$ cat src/rtl/alu_share_arbiter.sv
// rtl/alu_share_arbiter.sv - two-requester arbiter sharing one combinational ALU
//
// Purpose:
//   Accepts one operation at a time from two requesters, latches the winner's
//   operands/opcode onto the ALU inputs, registers the ALU result after one
//   execute cycle, and returns it with the requester ID on a valid/ready channel.
//   Each operation takes at least three cycles: IDLE (accept), EXEC, RESP.
//
// Configuration:
//   ARB_RR_EN defined   : round-robin between requesters when both are valid.
//   ARB_RR_EN undefined : fixed priority, req0 wins contention.
//
// Ports:
//   clk, rst                  clock, synchronous active-high reset
//   req0_valid/req0_ready     requester 0 handshake (ready only in IDLE)
//   req0_v1/req0_v2/req0_instr requester 0 operands and opcode
//   req1_*                    same for requester 1
//   alu_v1/alu_v2/alu_instructions  latched operands/opcode to the ALU
//   alu_result                ALU output (combinational in the ALU)
//   resp_valid/resp_ready     response handshake
//   resp_data/resp_id         registered result and issuing requester
//   busy                      an operation is in flight
module alu_share_arbiter #(
  parameter int XLEN = 32,
  parameter int OPW  = 10
) (
  input  logic            clk,
  input  logic            rst,
  input  logic            req0_valid,
  output logic            req0_ready,
  input  logic [XLEN-1:0] req0_v1,
  input  logic [XLEN-1:0] req0_v2,
  input  logic [OPW-1:0]  req0_instr,
  input  logic            req1_valid,
  output logic            req1_ready,
  input  logic [XLEN-1:0] req1_v1,
  input  logic [XLEN-1:0] req1_v2,
  input  logic [OPW-1:0]  req1_instr,
  output logic [XLEN-1:0] alu_v1,
  output logic [XLEN-1:0] alu_v2,
  output logic [OPW-1:0]  alu_instructions,
  input  logic [XLEN-1:0] alu_result,
  output logic            resp_valid,
  input  logic            resp_ready,
  output logic [XLEN-1:0] resp_data,
  output logic            resp_id,
  output logic            busy
);

  typedef enum logic [1:0] {IDLE, EXEC, RESP} state_t;

  state_t state, state_next;
  logic   accept;
  logic   grant_id;

`ifdef ARB_RR_EN
  // Requester favoured on the next contended grant; 0 after reset.
  logic   favour;
`endif

  always_comb begin
    state_next = state;
    accept     = 1'b0;
`ifdef ARB_RR_EN
    grant_id   = (req0_valid && req1_valid) ? favour : ~req0_valid;
`else
    grant_id   = ~req0_valid;
`endif
    case (state)
      IDLE: begin
        if (req0_valid || req1_valid) begin
          state_next = EXEC;
          accept     = 1'b1;
        end
      end
      EXEC: state_next = RESP;
      RESP: begin
        if (resp_ready) state_next = IDLE;
      end
      default: state_next = IDLE;
    endcase
    // A cycle with reset asserted never accepts, so ready must not be shown.
    if (rst) accept = 1'b0;
    req0_ready = accept && !grant_id;
    req1_ready = accept && grant_id;
  end

  assign resp_valid = (state == RESP);
  assign busy       = (state != IDLE);

  always_ff @(posedge clk) begin
    if (rst) begin
      state            <= IDLE;
      alu_v1           <= '0;
      alu_v2           <= '0;
      alu_instructions <= '0;
      resp_data        <= '0;
      resp_id          <= 1'b0;
    end else begin
      state <= state_next;
      if (accept) begin
        alu_v1           <= grant_id ? req1_v1    : req0_v1;
        alu_v2           <= grant_id ? req1_v2    : req0_v2;
        alu_instructions <= grant_id ? req1_instr : req0_instr;
        resp_id          <= grant_id;
      end
      if (state == EXEC) resp_data <= alu_result;
    end
  end

`ifdef ARB_RR_EN
  always_ff @(posedge clk) begin
    if (rst)         favour <= 1'b0;
    else if (accept) favour <= ~grant_id;
  end
`endif

endmodule

$ cat config.mk
export PLATFORM = sky130hd
export DESIGN_NAME = alu_share_arbiter
export DESIGN_NICKNAME = d
export VERILOG_FILES = /design/src/rtl/alu_share_arbiter.sv
export SDC_FILE = /design/constraint.sdc
export NUM_CORES = 1
export LEC_CHECK = 0
export ABC_AREA = 1
export BUFFER_PORTS_ARGS = -buffer_cell sky130_fd_sc_hd__buf_2
export CORE_AREA = 2 2 116 118
export CTS_CLUSTER_DIAMETER = 150
export DETAILED_ROUTE_END_ITERATION = 8
export DIE_AREA = 0 0 118 120
export PLACE_DENSITY = 0.78
export SYNTH_ARGS = -nofsm -noshare
export SYNTH_HDL_FRONTEND = slang
export SYNTH_SLANG_ARGS = --single-unit
$ cat constraint.sdc
create_clock -name clk -period 1.5 [get_ports clk]
set_input_delay 0.15 -clock clk [delete_from_list [all_inputs] [get_ports clk]]
set_output_delay 0.15 -clock clk [all_outputs]
set_load 0.02 [all_outputs]
### Word-level counts from Yosys, hierarchy flattened

Cells that the tools add are included.

| storage, ports and cells | value |
|---|---|
| bits in registers | 109 |
| output and inout port bits | 111 |
| word-level logic and storage cells | 26 |

| cells by class | value |
|---|---|
| eq/ne operators | 4 |
| muxes and demuxes | 9 |
| bitwise gates (word level) | 1 |
| reduce and logical (&&, ||, !) cells | 6 |

Operators by type and width:

| operator | number |
|---|---|
| $mux W32 | 2 |
| $mux W10 | 1 |
| $pmux W2 S3 | 1 |
| $mux W2 | 2 |
| $mux W1 | 3 |
| $eq A2 B1 Y1 const B | 1 |
| $eq A2 B2 Y1 const B | 1 |
| $logic_and A1 B1 Y1 | 2 |
| $logic_not A2 Y1 | 1 |
| $ne A2 B1 Y1 const B | 1 |
| $ne A2 B2 Y1 const B | 1 |
| $reduce_and A2 Y1 | 1 |
| $reduce_bool A2 Y1 | 1 |
| $logic_or A1 B1 Y1 | 1 |
| $not A1 Y1 | 1 |

### Depth between registers and ports, before layout

| logic depth | value |
|---|---|
| word-level depth | 5 |
| gate-level depth with buffers | 8 |
| gate-level depth less buffers | 7 |

### Worst setup path before layout

Ideal clock, no wire load.

| path | value |
|---|---|
| kind | register to output |
| start | reg state[1] |
| end | out req0_ready |
| arrival time | 1060 ps |
| data required time | 1350 ps |
| path slack | 290 ps |
| cell stages (with the launch flop) | 5 |
| path buffers | 1 |
| cells stage by stage | dfxtp_1 > nor2_2 > nand3_4 > buf_2 > nor2_1 |

| between the ends | value |
|---|---|
| cells in the longest elaborated chain, start to end | 4 |

Ends and longest elaborated chain:

| item | line | text |
|---|---|---|
| start: declaration | 52 | `state_t state, state_next;` |
| start signal: assignment | 100 | `state <= state_next;` |
| $logic_not A2 Y1 | 69 | `case (state)` |
| $mux W1 | 69 |  |
| $mux W1 | 83 | `if (rst) accept = 1'b0;` |
| $logic_and A1 B1 Y1 | 84 | `req0_ready = accept && !grant_id;` |
| end: declaration | 30 | `output logic req0_ready,` |

No other way between the ends.

### Worst setup path after layout

| path | value |
|---|---|
| start | reg state[1] |
| end | out req1_ready |

| between the ends | value |
|---|---|
| cells in the longest elaborated chain, start to end | 4 |

Ends and longest elaborated chain:

| item | line | text |
|---|---|---|
| $logic_not A2 Y1 | 69 |  |
| $mux W1 | 69 |  |
| $mux W1 | 83 |  |
| $logic_and A1 B1 Y1 | 85 | `req1_ready = accept && grant_id;` |
| end: declaration | 35 | `output logic req1_ready,` |

No other way between the ends.

==> results.sh <==
export IMPL_dieArea_sq_mm=0.0142
export IMPL_rows=42
export IMPL_netlist_area_leader_share_pct=44.2
export IMPL_drt_wl_total_mm=15.3
export IMPL_ios=296
export IMPL_area_growth_pct=40.6
export IMPL_routed_via_count=5591
export IMPL_outcome="completed"
export IMPL_nets=1280
export IMPL_hpwl_mm=11.2
export IMPL_yosys_cell_count_top_type="nand2_1"
export IMPL_cp_end_kind="output pin"
export IMPL_synth_avg_cell_area_sq_um=6.10
export IMPL_comb_power_share_pct=25.9
export IMPL_htree_num_levels=3
export IMPL_vias_per_cell=4.39
export IMPL_num_antenna_cells=0
export IMPL_antenna_left=0
export IMPL_cp_cell_sequence="nor2_4 -> nand3_4 -> inv_4 -> nand2_2 -> inv_2 -> buf_6"
export IMPL_core_area_sq_mm=0.0130
export IMPL_gr_total_overflow=0
export IMPL_tns_ns=0
export IMPL_yosys_warnings=0
export IMPL_start_kind="flop"
export IMPL_skew_ns=0.00600
export IMPL_slowest_delay_ns=0.36
export IMPL_grt_pass1_vias=5216
export IMPL_grt_max_degree=76
export IMPL_max_vdd_ir_drop_mv=0.674
export IMPL_slew_headroom_pct=63.7
export IMPL_max_freq_ghz=0.709
export IMPL_drc=0
export IMPL_drt_iter0_markers=269
export IMPL_slowest_stage="dfxtp_4"
export IMPL_die_height_um=120
export IMPL_crit_arrival_ns=1.26
export IMPL_place_gp_congestion=0.811
export IMPL_synth_top_area_cell="dfxtp_1"
export IMPL_crit_type="reg2out"
export IMPL_tightestPinTransition_ns=0.544
export IMPL_synth_ff_type="dfxtp_1"
export IMPL_synth_enable_flop_cells=0
export IMPL_async_reset_ff_share_pct=0
export IMPL_switchingPower_mw=2.41
export IMPL_drv_slew=0
export IMPL_hold_ws_ns=0.0172
export IMPL_clkSinkCount=109
export IMPL_numCtsBuffers=9
export IMPL_fin_crit_ns=1.41
export IMPL_internal_power_mw=5.02
export IMPL_hp_class="in2reg"
export IMPL_grt_usage_pct=21.6
export IMPL_cp_max_fo=4
export IMPL_yosys_top_cells_area="dfxtp_1 (44%), nand2_1 (32%), nor2_1 (8.8%), inv_1 (5.2%), o21ai_0 (3.2%)"
export IMPL_syn_cell_area_sq_mm=0.00493
export IMPL_clock_power_share_pct=29.2
export IMPL_seq_power_share_pct=45.0
export IMPL_power_total_mw=7.43
export IMPL_fp_dieW_um=118
export IMPL_power_leakage_nw=4.31
export IMPL_syn_nets=994
export IMPL_ys_ff_latch=109
export IMPL_rsz0062_at_grt="false"
export IMPL_antenna_found_initial=0
export IMPL_cts_tree="done"
export IMPL_numPortBuffers=295
export IMPL_p_sw_share_pct=32.4
export IMPL_worstSkewPairLatency_ns=0.35
export IMPL_clk_pin_slew_ns=0.07
export IMPL_power_density_mw_per_mm2=1070
export IMPL_grt_first_pass_wirelength_mm=24.5
export IMPL_root_buffer="clkbuf_16"
export IMPL_finalCritPeriodShare_pct=94.1
export IMPL_yosysSeqAreaShare_pct=44.2
export IMPL_cap_viol_max_count=0
export IMPL_drive_above_1_share_pct=31.3
export IMPL_initial_core_util_pct=38.0
export IMPL_post_drt_wl_per_cell_um=12.0
export IMPL_synthCells=809
export IMPL_hold_viol_final=0
export IMPL_crit_required_ns=1.35
export IMPL_drt_pass1_iter_count=4
export IMPL_yosys_top_cells_count="nand2_1 (427), nor2_1 (116), dfxtp_1 (109)"
export IMPL_setup_viol=0
export IMPL_synthDistinctLibCells=15
export IMPL_clockBufferDepth=2
-- power groups by stage --
stage | logic, mW | registers (mW) | clock network, mW
4_1_cts | 1.93 | 3.34 | 2.23
5_1_grt | 2.14 | 3.38 | 2.37
2_1_floorplan | 0.762 | 3.76 | 0
3_3_place_gp | 1.89 | 3.39 | 0
6_report | 1.92 | 3.34 | 2.17
3_5_place_dp | 1.91 | 3.40 | 0
-- logic make-up (layout without fill, tap and decap cells) --
logic type	Yosys count	count (layout)	synth area share, %
simple gates	551	551	42.5
buf+inv	116	405	9.96
flops	109	109	44.2
compound gates	33	33	3.35
-- flip-flops by register name, summed over array words and instances, names as in the netlist --
| signal | count |
|---|---|
| resp_id | 1 |
| resp_data | 32 |
| state | 2 |
| alu_instructions | 10 |
| alu_v2 | 32 |
| alu_v1 | 32 |
-- critical path: cells and delay by family (launching register included) --
kind	cells	cell delay (ns)
buffers and inverters	3	0.25
flip-flops	1	0.36
AND/OR/NAND/NOR	3	0.30
-- layer usage --
layer | global-route usage [%] | part of all wire, %
met5 | 0 | 0
met4 | 7.61 | 1.9
met3 | 5.18 | 7.5
met2 | 39.3 | 50
met1 | 24.6 | 41
-- final timing paths --
check | to | slack (ns) | start | depth (start not counted)
max | req1_ready | 0.09 | state[1]$_SDFFE_PP0P_ | 6
min | resp_data[14]$_SDFFE_PP0N_ | 0.02 | alu_result[14] | 3
max reg2reg | alu_v2[27]$_SDFFE_PP0P_ | 0.12 | state[0]$_SDFFE_PP0P_ | 9
min reg2reg | alu_v2[12]$_SDFFE_PP0P_ | 0.44 | alu_v2[12]$_SDFFE_PP0P_ | 2
-- metrics by stage --
stage	util (%)	setup WS (ns)	std cells	cell area [sq um]
floorplan	-	0.290	809	4930
global placement	51.0	0.220	1254	6620
detailed placement	51.0	0.217	1254	6620
CTS	53.3	0.0223	1272	6910
global route	53.5	0.00834	1274	6940
finish	53.5	0.0891	1274	6940
-- final cells by class --
cell class / count / area, sq um
multi-input cells: 584 / 2270
fillers: 1303 / 6040
flip-flops and latches: 109 / 2190
repair buffers: 317 / 1730
well taps: 176 / 220
inverters: 74 / 280
clock buffers: 10 / 229
clock inverters: 4 / 27.5
-- layout by cell type (no fill, tap or decap), drive strengths merged --
| cell | n |
|---|---|
| nand3 | 4 |
| o21ai | 32 |
| clkinv | 1 |
| a21oi | 1 |
| nor2 | 118 |
| nand2 | 429 |
| inv | 74 |
| clkbuf | 10 |
| buf | 316 |
| dfxtp | 109 |
| clkinvlp | 3 |
| dlygate4sd3 | 1 |
-- repair_timing --
item,CTS,global route
buffers inserted,3,2
pin swaps,2,2
hold endpoints to repair,1,0
gates resized for setup,3,5
endpoints found under the setup margin,2,1
hold buffers,1,0
No activity file was read; power rests on OpenSTA's default activity.
